===== config.mk =====
export PLATFORM = sky130hd
export DESIGN_NAME = des_core_scheduler_flat
export DESIGN_NICKNAME = d
export VERILOG_FILES = /design/src/rtl/des_pkg.sv /design/src/rtl/des_core_scheduler_if.sv /design/src/rtl/des_rr_arbiter.sv /design/src/rtl/des_core_scheduler.sv /design/src/flat_wrapper.sv
export SDC_FILE = /design/constraint.sdc
export NUM_CORES = 1
export LEC_CHECK = 0
export ABC_AREA = 0
export CORE_AREA = 2 2 311 313
export DETAILED_ROUTE_END_ITERATION = 16
export DIE_AREA = 0 0 313 315
export PLACE_DENSITY = 0.34
export RECOVER_POWER = 100
export SYNTH_ARGS = -nofsm -noshare
export SYNTH_HDL_FRONTEND = slang
export SYNTH_HIERARCHICAL = 1
export SYNTH_SLANG_ARGS = --single-unit

===== constraint.sdc =====
create_clock -name clk -period 4 [get_ports clk]
set_input_delay 0.8 -clock clk [delete_from_list [all_inputs] [get_ports clk]]
set_output_delay 0.8 -clock clk [all_outputs]
set_load 0.02 [all_outputs]

===== src/rtl/des_pkg.sv =====
// rtl/des_pkg.sv - shared widths and scheduler state encoding for the DES core scheduler
package des_pkg;

    localparam int DES_BLOCK_W = 64;
    localparam int DES_KEY_W   = 64;

    typedef enum logic [2:0] {
        IDLE  = 3'd0,
        LOAD  = 3'd1,
        START = 3'd2,
        WAIT  = 3'd3,
        RESP  = 3'd4
    } sched_state_t;

endpackage


===== src/rtl/des_core_scheduler_if.sv =====
// rtl/des_core_scheduler_if.sv - requester, DES core and response signals of the scheduler
interface des_core_scheduler_if #(
    parameter int NUM_REQ = 4,
    parameter int ID_W    = 2
);
    import des_pkg::*;

    logic [NUM_REQ-1:0]             req_valid;
    logic [NUM_REQ-1:0]             req_ready;
    logic [NUM_REQ*DES_BLOCK_W-1:0] req_data;
    logic [NUM_REQ*DES_KEY_W-1:0]   req_key;
    logic [NUM_REQ-1:0]             req_decrypt;
    logic                           core_start;
    logic                           core_key_rdy;
    logic                           core_data_rdy;
    logic [DES_BLOCK_W-1:0]         core_data;
    logic [DES_KEY_W-1:0]           core_key;
    logic                           core_decrypt;
    logic                           core_done;
    logic                           core_error;
    logic [DES_BLOCK_W-1:0]         core_result;
    logic                           rsp_valid;
    logic                           rsp_ready;
    logic [DES_BLOCK_W-1:0]         rsp_data;
    logic [ID_W-1:0]                rsp_id;
    logic                           rsp_error;
    logic                           busy;

    // slave = the scheduler, master = requesters + core + response consumer
    modport slave (
        input  req_valid, req_data, req_key, req_decrypt,
        input  core_done, core_error, core_result, rsp_ready,
        output req_ready, core_start, core_key_rdy, core_data_rdy,
        output core_data, core_key, core_decrypt,
        output rsp_valid, rsp_data, rsp_id, rsp_error, busy
    );

    modport master (
        output req_valid, req_data, req_key, req_decrypt,
        output core_done, core_error, core_result, rsp_ready,
        input  req_ready, core_start, core_key_rdy, core_data_rdy,
        input  core_data, core_key, core_decrypt,
        input  rsp_valid, rsp_data, rsp_id, rsp_error, busy
    );

endinterface


===== src/rtl/des_rr_arbiter.sv =====
// rtl/des_rr_arbiter.sv - combinational round-robin pick starting at ptr
module des_rr_arbiter
    import des_pkg::*;
#(
    parameter int NUM_REQ = 4,
    parameter int ID_W    = 2
) (
    input  logic [NUM_REQ-1:0] req,
    input  logic [ID_W-1:0]    ptr,
    output logic [NUM_REQ-1:0] grant,
    output logic [ID_W-1:0]    grant_idx,
    output logic               grant_any
);

    logic [ID_W-1:0] idx;

    always_comb begin
        grant     = '0;
        grant_idx = '0;
        grant_any = 1'b0;
        idx       = '0;
        for (int i = 0; i < NUM_REQ; i++) begin
            idx = ID_W'((int'(ptr) + i) % NUM_REQ);
            if (!grant_any && req[idx]) begin
                grant_any  = 1'b1;
                grant[idx] = 1'b1;
                grant_idx  = idx;
            end
        end
    end

endmodule


===== src/rtl/des_core_scheduler.sv =====
// rtl/des_core_scheduler.sv - round-robin sharing of one DES core; DES_SCHED_TIMEOUT_EN adds a WAIT watchdog
module des_core_scheduler
    import des_pkg::*;
#(
    parameter int NUM_REQ        = 4,
    parameter int ID_W           = 2,
    parameter int TIMEOUT_CYCLES = 200
) (
    input logic                 clk,
    input logic                 rst_n,
    des_core_scheduler_if.slave bus
);

    sched_state_t           state;
    logic [ID_W-1:0]        rr_ptr;
    logic [ID_W-1:0]        gnt_idx;
    logic [NUM_REQ-1:0]     gnt;
    logic                   gnt_any;
    logic                   timeout_hit;
    logic [DES_BLOCK_W-1:0] data_arr [NUM_REQ];
    logic [DES_KEY_W-1:0]   key_arr  [NUM_REQ];

    for (genvar i = 0; i < NUM_REQ; i++) begin : g_slice
        assign data_arr[i] = bus.req_data[i*DES_BLOCK_W +: DES_BLOCK_W];
        assign key_arr[i]  = bus.req_key[i*DES_KEY_W +: DES_KEY_W];
    end

    des_rr_arbiter #(
        .NUM_REQ (NUM_REQ),
        .ID_W    (ID_W)
    ) u_arb (
        .req       (bus.req_valid),
        .ptr       (rr_ptr),
        .grant     (gnt),
        .grant_idx (gnt_idx),
        .grant_any (gnt_any)
    );

    // Accept is combinational so the requester sees it in the same cycle its data is latched.
    assign bus.req_ready = (state == IDLE) ? gnt : '0;
    assign bus.busy      = (state != IDLE);

`ifdef DES_SCHED_TIMEOUT_EN
    logic [15:0] wait_cnt;

    assign timeout_hit = (wait_cnt == 16'(TIMEOUT_CYCLES - 1));

    always_ff @(posedge clk) begin
        if (!rst_n || state != WAIT) begin
            wait_cnt <= '0;
        end else begin
            wait_cnt <= wait_cnt + 16'd1;
        end
    end
`else
    // Watchdog compiled out: this never fires since TIMEOUT_CYCLES is a positive count.
    assign timeout_hit = (TIMEOUT_CYCLES < 0);
`endif

    always_ff @(posedge clk) begin
        if (!rst_n) begin
            state             <= IDLE;
            rr_ptr            <= '0;
            bus.core_start    <= 1'b0;
            bus.core_key_rdy  <= 1'b0;
            bus.core_data_rdy <= 1'b0;
            bus.core_data     <= '0;
            bus.core_key      <= '0;
            bus.core_decrypt  <= 1'b0;
            bus.rsp_valid     <= 1'b0;
            bus.rsp_data      <= '0;
            bus.rsp_id        <= '0;
            bus.rsp_error     <= 1'b0;
        end else begin
            bus.core_start <= 1'b0;
            case (state)
                IDLE: begin
                    if (gnt_any) begin
                        bus.core_data     <= data_arr[gnt_idx];
                        bus.core_key      <= key_arr[gnt_idx];
                        bus.core_decrypt  <= bus.req_decrypt[gnt_idx];
                        bus.rsp_id        <= gnt_idx;
                        bus.core_key_rdy  <= 1'b1;
                        bus.core_data_rdy <= 1'b1;
                        rr_ptr            <= (gnt_idx == ID_W'(NUM_REQ - 1)) ? '0 : gnt_idx + 1'b1;
                        state             <= LOAD;
                    end
                end
                LOAD: begin
                    bus.core_start <= 1'b1;
                    state          <= START;
                end
                START: state <= WAIT;
                WAIT: begin
                    // Error outranks done; the watchdog only fires when the core stayed silent.
                    if (bus.core_error || (!bus.core_done && timeout_hit)) begin
                        bus.rsp_error     <= 1'b1;
                        bus.rsp_data      <= '0;
                        bus.rsp_valid     <= 1'b1;
                        bus.core_key_rdy  <= 1'b0;
                        bus.core_data_rdy <= 1'b0;
                        state             <= RESP;
                    end else if (bus.core_done) begin
                        bus.rsp_error     <= 1'b0;
                        bus.rsp_data      <= bus.core_result;
                        bus.rsp_valid     <= 1'b1;
                        bus.core_key_rdy  <= 1'b0;
                        bus.core_data_rdy <= 1'b0;
                        state             <= RESP;
                    end
                end
                RESP: begin
                    if (bus.rsp_ready) begin
                        bus.rsp_valid <= 1'b0;
                        state         <= IDLE;
                    end
                end
                default: state <= IDLE;
            endcase
        end
    end

endmodule


===== src/flat_wrapper.sv =====
// flat-port wrapper written by rule: the top's interface ports become plain ports
module des_core_scheduler_flat import des_pkg::*;
#(
    parameter int NUM_REQ        = 4,
    parameter int ID_W           = 2,
    parameter int TIMEOUT_CYCLES = 200
)
  (clk, rst_n, bus_req_valid, bus_req_data, bus_req_key, bus_req_decrypt, bus_core_done, bus_core_error, bus_core_result, bus_rsp_ready, bus_req_ready, bus_core_start, bus_core_key_rdy, bus_core_data_rdy, bus_core_data, bus_core_key, bus_core_decrypt, bus_rsp_valid, bus_rsp_data, bus_rsp_id, bus_rsp_error, bus_busy);
  des_core_scheduler_if #(.NUM_REQ(NUM_REQ), .ID_W(ID_W)) bus_i ();
  input logic clk;
  input logic rst_n;
  input wire logic [$bits(bus_i.req_valid)-1:0] bus_req_valid;
  input wire logic [$bits(bus_i.req_data)-1:0] bus_req_data;
  input wire logic [$bits(bus_i.req_key)-1:0] bus_req_key;
  input wire logic [$bits(bus_i.req_decrypt)-1:0] bus_req_decrypt;
  input wire logic [$bits(bus_i.core_done)-1:0] bus_core_done;
  input wire logic [$bits(bus_i.core_error)-1:0] bus_core_error;
  input wire logic [$bits(bus_i.core_result)-1:0] bus_core_result;
  input wire logic [$bits(bus_i.rsp_ready)-1:0] bus_rsp_ready;
  output wire logic [$bits(bus_i.req_ready)-1:0] bus_req_ready;
  output wire logic [$bits(bus_i.core_start)-1:0] bus_core_start;
  output wire logic [$bits(bus_i.core_key_rdy)-1:0] bus_core_key_rdy;
  output wire logic [$bits(bus_i.core_data_rdy)-1:0] bus_core_data_rdy;
  output wire logic [$bits(bus_i.core_data)-1:0] bus_core_data;
  output wire logic [$bits(bus_i.core_key)-1:0] bus_core_key;
  output wire logic [$bits(bus_i.core_decrypt)-1:0] bus_core_decrypt;
  output wire logic [$bits(bus_i.rsp_valid)-1:0] bus_rsp_valid;
  output wire logic [$bits(bus_i.rsp_data)-1:0] bus_rsp_data;
  output wire logic [$bits(bus_i.rsp_id)-1:0] bus_rsp_id;
  output wire logic [$bits(bus_i.rsp_error)-1:0] bus_rsp_error;
  output wire logic [$bits(bus_i.busy)-1:0] bus_busy;
  assign bus_i.req_valid = bus_req_valid;
  assign bus_i.req_data = bus_req_data;
  assign bus_i.req_key = bus_req_key;
  assign bus_i.req_decrypt = bus_req_decrypt;
  assign bus_i.core_done = bus_core_done;
  assign bus_i.core_error = bus_core_error;
  assign bus_i.core_result = bus_core_result;
  assign bus_i.rsp_ready = bus_rsp_ready;
  assign bus_req_ready = bus_i.req_ready;
  assign bus_core_start = bus_i.core_start;
  assign bus_core_key_rdy = bus_i.core_key_rdy;
  assign bus_core_data_rdy = bus_i.core_data_rdy;
  assign bus_core_data = bus_i.core_data;
  assign bus_core_key = bus_i.core_key;
  assign bus_core_decrypt = bus_i.core_decrypt;
  assign bus_rsp_valid = bus_i.rsp_valid;
  assign bus_rsp_data = bus_i.rsp_data;
  assign bus_rsp_id = bus_i.rsp_id;
  assign bus_rsp_error = bus_i.rsp_error;
  assign bus_busy = bus_i.busy;
  des_core_scheduler #(.NUM_REQ(NUM_REQ), .ID_W(ID_W), .TIMEOUT_CYCLES(TIMEOUT_CYCLES)) u_core (.clk(clk), .rst_n(rst_n), .bus(bus_i));
endmodule

# ---- Yosys cells after proc, flatten, opt, wreduce, memory -nomap -nowiden
# Cells that the tools add are included.
# Widths: inputs -> output; s select.
dict set report op_classes {
  muxes 55
  n_reduce_logical 20
  eq_ne 8
  add_sub_neg 4
  bitwise 4
  n_lt_le_gt_ge 10
}
# operator n
set ops {}
lappend ops {{$mux 64} 6}
lappend ops {{$bmux 64 s2} 2}
lappend ops {{$mux 1} 21}
lappend ops {{$mux 4} 5}
lappend ops {{$lt 2x3->1 const B} 5}
lappend ops {{$pmux 3 s5} 1}
lappend ops {{$mux 3} 4}
lappend ops {{$or 4x4->4} 3}
lappend ops {{$bmux 1 s2} 5}
lappend ops {{$mux 2} 5}
lappend ops {{$reduce_and 3->1} 3}
lappend ops {{$demux 1 s2} 4}
lappend ops {{$ge 2x1->1 const B} 4}
lappend ops {{$logic_and 1x1->1} 7}
lappend ops {{$eq 3x2->1 const B} 2}
lappend ops {{$reduce_bool 2->1} 3}
lappend ops {{$add 2x1->2 const B} 2}
lappend ops {{$add 2x2->2 const B} 2}
lappend ops {{$pmux 1 s2} 2}
lappend ops {{$reduce_and 2->1} 2}
lappend ops {{$eq 3x1->1 const B} 1}
lappend ops {{$eq 3x3->1 const B} 1}
lappend ops {{$ge 3x3->1 const B} 1}
lappend ops {{$logic_not 1->1} 3}
lappend ops {{other kinds (7)} 7}
dict set report word_totals {
  ff_bits 204
  input_bits 589
  out_inout_bits 205
}

# ---- Depth between registers and ports, before layout
dict set report logic_depth {
  ltp_word 16
  mapped_depth 14
  depth_no_buf 10
}

# ---- Cells and area by module
# The synthesis kept the hierarchy.
# module n_inst area_per_inst_um2 seq_area_each_um2 cells_each
set by_module_without_submodules {}
lappend by_module_without_submodules {des_core_scheduler 1 10309.9 4083.9 800}
lappend by_module_without_submodules {des_rr_arbiter 1 419.2 0.0 45}

# ---- Least setup slack after synthesis
# Ideal clock, no wire load.
dict set report synth_path {
  path_kind {input -> register}
  from {input port bus_req_valid[2]}
  to {register u_core.bus.core_data[41]}
  t_arrival_ps 3245
  path_stages 9
  required_time_ps 3883
  setup_ps 117
  slack_ps 638
  n_path_buf 3
  path_cell_list {mux4_2 buf_6 and2b_2 o21ai_0 o31ai_1 buf_2 clkbuf_1 mux4_2 a22o_1}
}
dict set report synth_between {
  elab_chain_len 16
}
# item line
set synth_rtl {}
lappend synth_rtl {{from (decl)} flat_wrapper.sv:12} ;# input wire logic [$bits(bus_i.req_valid)-1:0] bus_req_valid;
lappend synth_rtl {{$bmux 1 s2} des_rr_arbiter.sv:24} ;# if (!grant_any && req[idx]) begin
lappend synth_rtl {{$mux 1 (implied by the code)} des_rr_arbiter.sv:24}
lappend synth_rtl {{$mux 1} des_rr_arbiter.sv:24}
lappend synth_rtl {{$logic_not 1->1} des_rr_arbiter.sv:24}
lappend synth_rtl {{$logic_and 1x1->1} des_rr_arbiter.sv:24}
lappend synth_rtl {{$mux 1} des_rr_arbiter.sv:24}
lappend synth_rtl {{$logic_not 1->1} des_rr_arbiter.sv:24}
lappend synth_rtl {{$logic_and 1x1->1} des_rr_arbiter.sv:24}
lappend synth_rtl {{$mux 1} des_rr_arbiter.sv:24}
lappend synth_rtl {{$logic_not 1->1} des_rr_arbiter.sv:24}
lappend synth_rtl {{$logic_and 1x1->1} des_rr_arbiter.sv:24}
lappend synth_rtl {{$mux 2 *} des_rr_arbiter.sv:24}
lappend synth_rtl {{net u_core.gnt_idx[0]} des_core_scheduler.sv:16} ;# logic [ID_W-1:0] gnt_idx;
lappend synth_rtl {{$not 2->3 (implied by the code) *} des_core_scheduler.sv:79} ;# bus.core_data <= data_arr[gnt_idx];
lappend synth_rtl {{$bmux 64 s2 *} des_core_scheduler.sv:79}
lappend synth_rtl {{$mux 64 (implied by the code) * (2 in a row)} des_core_scheduler.sv:79}
lappend synth_rtl {{to (signal assigned)} des_core_scheduler.sv:79}
lappend synth_rtl {{to (decl)} des_core_scheduler_if.sv:34} ;# output core_data, core_key, core_decrypt,
# The timed path passes the listed nets; every way through them passes the cells marked *. The select of a mux whose other input is x is not followed.
# A chain may end at the register's enable or synchronous reset.

# ---- Worst setup path after layout
dict set report layout_path {
  from {input port bus_req_valid[0]}
  to {output port bus_req_ready[3]}
}
dict set report layout_between {
  elab_chain_len 13
}
# item line
set layout_rtl {}
lappend layout_rtl {{$bmux 1 s2} des_rr_arbiter.sv:24}
lappend layout_rtl {{$mux 1 (implied by the code)} des_rr_arbiter.sv:24}
lappend layout_rtl {{$mux 1} des_rr_arbiter.sv:24}
lappend layout_rtl {{$logic_not 1->1} des_rr_arbiter.sv:24}
lappend layout_rtl {{$logic_and 1x1->1} des_rr_arbiter.sv:24}
lappend layout_rtl {{$mux 1} des_rr_arbiter.sv:24}
lappend layout_rtl {{$logic_not 1->1} des_rr_arbiter.sv:24}
lappend layout_rtl {{$logic_and 1x1->1} des_rr_arbiter.sv:24}
lappend layout_rtl {{$mux 1} des_rr_arbiter.sv:24}
lappend layout_rtl {{$logic_not 1->1} des_rr_arbiter.sv:24}
lappend layout_rtl {{$logic_and 1x1->1} des_rr_arbiter.sv:24}
lappend layout_rtl {{$mux 4 *} des_rr_arbiter.sv:24}
lappend layout_rtl {{net u_core.gnt[3]} des_core_scheduler.sv:17} ;# logic [NUM_REQ-1:0] gnt;
lappend layout_rtl {{$mux 4 *} des_core_scheduler.sv:40} ;# assign bus.req_ready = (state == IDLE) ? gnt : '0;
lappend layout_rtl {{to (decl)} flat_wrapper.sv:20} ;# output wire logic [$bits(bus_i.req_ready)-1:0] bus_req_ready;
# Marked as above.

==> impl_metrics.toml <==
[status]
status = "finished, violations left"
violations = "capacitance limit, slew limit"

[sta]
fin_skew_ns = 0.00958
min_period_ns = 3.82
fin_crit_sh_pct = 95.4
setup_violations = 0
maxSlewHeadroom_pct = -116
slew_viol_final = 74
setup_tns_ns = 0
hold_violations = 0
grt_setup_unrepaired = "no"
fmax_ghz = 0.262
tightest_slew_ns = 3.24

[floorplanning]
design.core.area_um2 = 95700
start_util_pct = 11.2
die_h_um = 315
num_io_pins = 794
rows = 114
dieArea_um2 = 98600
fp.dieW_um = 313

[critical_path]
critPathLaunch = "bus_req_valid[0]"
path_depth = 8
critPathLaunchType = "input pin"
path_cells = "clkdlybuf4s50_1, mux4_2, nor4b_4, buf_4, a22oi_1, o21ai_0, and2_0, dlygate4sd2_1"
worstReg2RegStart = "u_core/rr_ptr[1]"
critPathMaxFanout = 5
required_ns = 3.20
crit_path_max_incr_delay_ns = 0.53
rrSetupSlack_ns = 0.29
arrival_ns = 3.02
crit_buf_inv = 3
crit_type = "input pin to output port"
r2r-end = "u_core/bus.core_key[48]"
cpMaxStageDelayCell = "mux4_2"
crit_path_end = "bus_req_ready[3]"
reg2reg_depth = 9
cp-end-kind = "output port"
path_delay_family = "buffers and inverters"

[detailed_routing]
via_per_inst = 3.84
drt-total-wl_um = 69100
drt_pass1_iterations = 5
initialDrtViolationCount = 692
drc = 0
drtAntennaViolNets = 0
routedWlPerCell_um = 23.7
num_vias = 11200

[logic_synthesis]
syn_inst = 845
yosysSeqAreaShare_pct = 38.1
synthDistinctLibCells = 39
synth_top_cell_by_area = "dfxtp_1"
synth_top_area_share_pct = 38.1
synth_seq_cells = 204
synthesis.area_um2 = 10700
synth_top_cells_by_area = "dfxtp_1 (38%), mux4_2 (27%), a22o_1 (11%)"
yosysWarnings = 6
synth_nets = 1440
syn_area_per_cell_um2 = 12.7

[finish]
final_cell_mix = "clkdlybuf4s50_1 (586), dfxtp_1 (204), dlygate4sd3_1 (201)"
nets = 2205
fill_cells = 10200
stdcell_count = 2917
area_delta_synth_final_pct = 98.5
drive_gt1_share_pct = 14.6
multi_input_area_um2 = 6080
seq_area_um2 = 4080
final_common_cell = "clkdlybuf4s50_1"

[place]
place_inst = 2854
place.gp.congestion = 0.856
io_buffer_count = 793
dp_hpwl_um = 54500

[min_path]
holdPathStages = 1
hp-class = "register to register"

[cts]
cts_root_buffer = "clkbuf_16"
cts_sinks = 204
cts_tree = "built"
clkTransAtPathRegs_ns = 0.06
ctsHtreeMaxLevel = 1
cts_made_buffers = 30
clk_path_buf_depth = 3
clk_latency_ns = 0.58

[grt]
grt_pass1_vias = 11800
grt.busiest_layer = "met2"
met2_usage_pct = 22.5
grt_util_met3_pct = 4.17
antenna_found_initial = 20
track_usage_pct = 13.1
met1_usage_pct = 15.9
gr-total-overflow = 0
grt_max_degree = 74
grt_pass1_wl_um = 93500

[pwr]
p_per_area_nw_per_um2 = 713
ir_drop_mv = 0.376
p_leak_nw = 7.79

[flow_run]
drv_cap = 1
==> through the flow <==
step	utilization (%)	power (W)	setup WS [ns]	hold slack (ns)	area, um^2
floorplan	-	0.00877	0.638	0.540	10700
global placement	21.2	0.0129	-0.0980	0.460	20300
detailed placement	21.2	0.0129	-0.130	0.463	20300
CTS	22.3	0.0160	0.164	0.480	21400
global route	22.2	0.0161	0.0362	0.477	21300
finish	22.2	0.0152	0.184	0.472	21300
==> synth_stat cells (all sizes together) <==
library cell,count
nand3b,1
a21boi,65
o31ai,1
a31oi,1
nor2b,5
inv,7
a21oi,1
ha,6
clkbuf,54
nand4b,64
o21a,4
nor3b,1
mux2i,5
and3b,1
a32o,1
a22oi,8
a2bb2oi,1
dfxtp,204
o21ai,70
and2b,1
nor4b,3
a22o,129
nor4,1
o311ai,1
and2,5
nand2b,2
buf,52
nor3,3
nand2,3
mux2,2
nor2,9
o211ai,1
mux4,133
==> state kept, by name, indices dropped and copies added, names as in the netlist <==
name,cells
u_core/bus.core_key,64
u_core/bus.core_decrypt,1
u_core/bus.rsp_error,1
u_core/bus.core_data,64
u_core/bus.core_data_rdy,1
u_core/bus.rsp_id,2
u_core/bus.rsp_valid,1
u_core/rr_ptr,2
u_core/bus.rsp_data,64
u_core/bus.core_start,1
u_core/state,3
==> kinds of logic after synthesis <==
group	Yosys count	synth area share (%)
flip-flops	204	38.1
adder cells (fa/ha/maj)	6	0.700
multiplexers	140	28.7
AND/OR/NAND/NOR	99	7.37
AO/OA/AOI/OAI	283	19.7
buffers and inverters	113	5.52
==> repair_timing <==
item                                    4_1_cts  5_1_grt
setup buffers                                 0        0
gates resized for setup                       5        0
hold buffers                                  0        0
endpoints found under the setup margin        4        0
==> final cells by class <==
class	instances	share of cell area [%]
inverter	7	0.123
multi-input combinational	528	28.6
timing repair buffer	839	39.5
clock buffer	45	4.31
antenna	7	0.0823
sequential	204	19.2
tap	1276	7.50
clock inverter	11	0.764
==> worst min-delay path by stage <==
stage	startpoint	slack (ns)	to
floorplan	u_core/rr_ptr[0]	0.54	u_core/rr_ptr[0]
global placement	u_core/bus.core_data[36]	0.46	u_core/bus.core_data[36]
detailed placement	u_core/bus.core_key[14]	0.46	u_core/bus.core_key[14]
CTS	u_core/bus.core_data[18]	0.48	u_core/bus.core_data[18]
global route	u_core/bus.core_data[18]	0.48	u_core/bus.core_data[18]
finish	u_core/bus.core_data[19]	0.47	u_core/bus.core_data[19]
==> power by group <==
part	internal [W]	switching, W	leakage, nW	total [W]
sequential	0.00268	0.000353	1.67	0.00304
clock	0.00183	0.00112	0.525	0.00294
combinational	0.00475	0.00446	5.59	0.00920
total	0.00926	0.00592	7.79	0.0152
==> layer usage <==
layer | share of wire, % | up-vias | wire [um]
met1 | 40 | 5539 | 27800
met5 | 0.14 | - | 99
li1 | - | 4993 | -
met2 | 49 | 562 | 33600
met4 | 2.1 | 18 | 1460
met3 | 9.0 | 78 | 6200
(Power assumes the default switching activity.)
==> variant 1: new RTL, config.mk and constraints unchanged <==
Add a define of `DES_SCHED_TIMEOUT_EN`.
--- a/src/rtl/des_core_scheduler.sv
+++ b/src/rtl/des_core_scheduler.sv
@@ -1,2 +1,4 @@
 // rtl/des_core_scheduler.sv - round-robin sharing of one DES core; DES_SCHED_TIMEOUT_EN adds a WAIT watchdog
+`define DES_SCHED_TIMEOUT_EN
+
 module des_core_scheduler
Formal check against the unedited RTL: no difference found for any inputs over 4 cycles, from zero or initial values and one cycle with rst_n low; that may be too few to reach the edited logic, so the function may still have changed.
==> variant 1 against the unedited design <==
  * The flow still finishes with violations (capacitance limit, slew limit)
  * Sequential share of layout area rose by 1.1 points
  * Sequential cell count grew 16
  * Synthesized cell count is 24% higher
  * Clock power is essentially flat
  * Cell area rose by 1.9%
  * Worst setup slack lost 0.018 ns
  * Synthesized area increased by 3.1%
  * Wire length fell by 5.1%
  * Clock skew up 0.014 ns
  * Power down 9.8%
  * Largest cell class unchanged
  * Largest power group unchanged
==> variant 1: results (changes against the unedited design) <==
stage,metric,value,unit,change
global_route,grt_use_met2,0.2329,,+0.008146
sta,slew-limit-headroom,-0.1456,,+1.017
critical_path,cp_top_family,simple AND/OR/NAND/NOR gates,,
critical_path,reg2reg_depth,10,,+1
global_route,grt_pass1_vias,12535,,+6.0%
placement,dpl_worst_slack,0.06666,ns,+0.1964 ns
global_route,grt_max_degree,82,,+11%
layout,finalNetCount,2423,,+9.9%
critical_path,cp_slowest_cell,mux4_1,,
status,status,finished with violations,,
global_route,grt_usage,0.1261,,-0.005233
cts,cts_buffers,34,,+13%
drt,met1_length,23460,µm,-15%
sta,fin_skew,0.02346,ns,+0.01388 ns
status,failed_checks,"capacitance limit, slew limit",,
drt,met3RoutedLength,5888,µm,-5.1%
global_route,met1_usage,0.1307,,-0.02855
drt,drt-initial-drc-count,504,,-27%
drt,num_vias,11739,,+4.9%
flow_run,cap_violations,2,,+1
drt,wl_per_cell,20.93,µm,-12%
synth,ys_top_cells_by_count,"nand2_1 (275), dfxtp_1 (220), a21oi_1 (138)",,
min_path,holdPathStages,2,,+1
synth,syn-instance-count,1052,,+24%
placement,gp_congestion,0.8118,,-5.1%
synth,ys_types,53,,+36%
cts,clkLatencyLatePin,0.54,ns,-0.04 ns
critical_path,slowest_delay,0.63,ns,+0.10 ns
power,p_leak,8.041,nW,+3.3%
layout,layout.cells.non_filler,3132,,+7.4%
layout,fillers,10337,,+1.3%
global_route,grt_pass1_wl,90520,µm,-3.2%
global_route,antenna_found_initial,25,,+25%
sta,report.final.slew_viol_count,133,,+80%
[variant 1: cell types whose count changed after synthesis, sizes merged, moves of 16 or more]
| cell | delta |
|---|---|
| a21boi | -64 |
| dfxtp | +16 |
| a22o | -65 |
| nand4b | -62 |
| o21ai | -60 |
| nand2 | +272 |
| a21oi | +137 |
[variant 1: worst min-delay path: cells and delay by family (launching register included)]
kind / cells / cell delay [ns]
AO/OA/AOI/OAI: 1 / 0.05
flip-flops: 1 / 0.30
AND/OR/NAND/NOR: 1 / 0.05
[variant 1: layout make-up]
class,instances,area (µm²),area share
Clock buffer,51,1006,0.04636
Inverter,7,27.53,0.001269
Timing Repair Buffer,834,8397,0.3870
Sequential cell,220,4404,0.2030
Antenna cell,10,25.02,0.001153
Multi-Input combinational cell,730,6192,0.2854
Clock inverter,4,51.30,0.002364
Tap cell,1276,1597,0.07357
[variant 1: final timing paths]
check | start | end | slack [ns]
worst min-delay path | u_core/bus.core_key[62] | u_core/bus.core_key[62] | 0.45
worst max register to register | u_core/rr_ptr[1] | u_core/bus.core_data[31] | 0.34
worst min register to register | u_core/bus.core_key[62] | u_core/bus.core_key[62] | 0.45
worst max-delay path | bus_req_valid[0] | bus_req_ready[1] | 0.17
[variant 1: logic make-up (layout without fill, tap and decap cells)]
logic type,count (synthesis),count (layout),share of synthesized area
AND/OR/NAND/NOR,344,344,0.1342
buffers and inverters,102,896,0.04319
other,0,10,0
adder cells (fa/ha/maj),7,7,0.007914
multiplexers,137,137,0.2752
flip-flops,220,220,0.3980
XOR/XNOR,10,10,0.007914
AO/OA/AOI/OAI,232,232,0.1336
[variant 1: power breakdown]
group	internal, mW	switching, mW
clock network	1.79	1.15
registers	2.86	0.346
logic	3.66	3.90
total	8.31	5.40
==> variant 2: new RTL, config.mk and constraints unchanged <==
Without the edit above. The 5 states of `sched_state_t` get a Gray code encoding in 3 bits.
--- a/src/rtl/des_pkg.sv
+++ b/src/rtl/des_pkg.sv
@@ -7,7 +7,7 @@
     typedef enum logic [2:0] {
-        IDLE  = 3'd0,
-        LOAD  = 3'd1,
-        START = 3'd2,
-        WAIT  = 3'd3,
-        RESP  = 3'd4
+        IDLE  = 3'b000,
+        LOAD  = 3'b001,
+        START = 3'b011,
+        WAIT  = 3'b010,
+        RESP  = 3'b110
     } sched_state_t;
Formal check against the unedited RTL: same outputs for any inputs over 4 cycles, from zero or initial values and one cycle with rst_n low; so few cycles prove little.
==> variant 2 against the unedited design <==
  * The flow still finishes with violations (capacitance limit, slew limit)
  * Sequential share of layout area is essentially flat
  * Sequential cell count unchanged
  * Power decreased by 14%
  * Non-clock buffer count increased by 4
  * First-iteration DRC count shrank 13%
  * Cell area decreased by 0.22%
  * Worst setup slack improved by 0.21 ns
  * Synthesized area about the same
  * Wire length up 4.8%
  * Critical path type is now input pin to flip-flop
  * Largest cell class unchanged
==> variant 2: results (changes against the unedited design) <==
stage,metric,value,unit,change
status,status,finished with violations,,
status,failed_checks,"capacitance limit, slew limit",,
drt,routed_wl,72390,µm,+4.8%
sta,fin_skew,0.01155,ns,+0.001973 ns
synth,syn-num-nets,1439,,-0.069%
min_path,min_path_type,flip-flop to flip-flop,,
synth,ys_top_cells_by_count,"dfxtp_1 (204), mux4_2 (131), a22o_1 (129)",,
cts,cts_buffers,31,,+3.3%
min_path,hold_start,u_core/bus.core_key[48],,
placement,dpl_cell_area,0.02032,mm²,+0.15%
power,power_switching,5.042,mW,-15%
placement,dpl.cell_count,2855,,+0.035%
critical_path,worstReg2RegStart,u_core/rr_ptr[1],,
placement,place.port_buffers,793,,unchanged
power,p_leak,7.755,nW,-0.42%
placement,gp_congestion,0.8261,,-3.5%
drt,drt-initial-drc-count,599,,-13%
global_route,antenna_found_initial,21,,+5.0%
global_route,grt_pass1_wl,97610,µm,+4.4%
cts,clkLatencyLatePin,0.59,ns,
synth,syn_area_per_cell,12.70,µm²,about the same
critical_path,arrival,4.13,ns,+1.11 ns
synth,synth.top_cells.by_area,"dfxtp_1 (38%), mux4_2 (28%), a22o_1 (11%)",,
flow_run,cap_violations,3,,+2
drt,num_vias,11193,,+0.027%
layout,layout-drive-gt1-share,0.1432,,-0.002448
synth,ys_warn_count,6,,unchanged
layout,finalNetCount,2208,,+0.14%
critical_path,cp_max_fo,24,,+19
power,peakVddDrop,0.0002547,V,-32%
drt,detail_route.vias_per_cell,3.840,,about the same
synth,ys_types,41,,+5.1%
sta,report.final.slew_viol_count,105,,+42%
sta,tightest_slew,1.671,ns,-1.573 ns
global_route,grt_pass1_vias,11894,,+0.62%
critical_path,slowest_delay,0.54,ns,
synth,yosysSeqAreaShare,0.3809,,about the same
cts,clockBufferDepth,3,,unchanged
critical_path,critPathLaunch,bus_req_valid[3],,
placement,dpl_worst_slack,-0.01130,ns,+0.1184 ns
global_route,grt_usage,0.1382,,+0.006834
placement,dpl.hpwl,57610,µm,+5.7%
variant 2: cell count changes after synthesis, sizes merged, moves of 2 or more:
cell,unedited run,this run
o21ai,70,73
nor2,9,5
buf,52,46
clkbuf,54,61
o21a,4,2
variant 2: power groups by stage:
stage                     registers (mW)  clock network (mW)  logic (mW)
after floorplan                     3.80                   0        3.36
after detailed placement            3.10                   0        7.70
after global routing                3.13                2.97        7.70
after CTS                           3.08                2.89        7.72
final                               3.05                2.75        7.30
after global placement              3.11                   0        7.72
variant 2: layout make-up:
cell class,count,area [µm²]
antenna,5,12.51
clock buffer,48,929.6
clock inverter,6,58.81
fill,10249,74460
inverter,7,26.28
multi-input combinational,526,6081
sequential,204,4084
tap,1276,1597
timing repair buffer,843,8459
variant 2: final timing paths:
check                             to  slack, ns  cells after the start
max reg2reg  u_core/bus.core_key[44]       0.40                     11
min reg2reg  u_core/bus.core_key[48]       0.47                      1
min          u_core/bus.core_key[48]       0.47                      1
max          u_core/bus.core_key[44]       0.40                     10
variant 2: cell families (layout without fill, tap and decap cells):
group           after synthesis  after routing  synth area share
mux                         140            140            0.2868
buf+inv                     114            904           0.05415
simple gates                 95             95           0.07329
compound gates              285            285            0.1978
flops                       204            204            0.3809
other cells                   0              5                 0
fa+ha+maj                     6              6          0.007002
variant 2: routing by layer:
metal | global-route usage | vias up | wire length (µm)
met1 | 0.1754 | 5585 | 30410
met2 | 0.2359 | 506 | 35700
met3 | 0.03519 | 83 | 5039
li1 | - | 4999 | -
met4 | 0.02806 | 20 | 1134
met5 | 0 | - | 113
variant 2: what timing repair did:
action,4_1_cts,5_1_grt
pin swaps,0,0
gates resized for setup,1,4
hold buffers,0,0
setup endpoints to repair,2,4
setup buffers,1,0
hold endpoints to repair,0,0
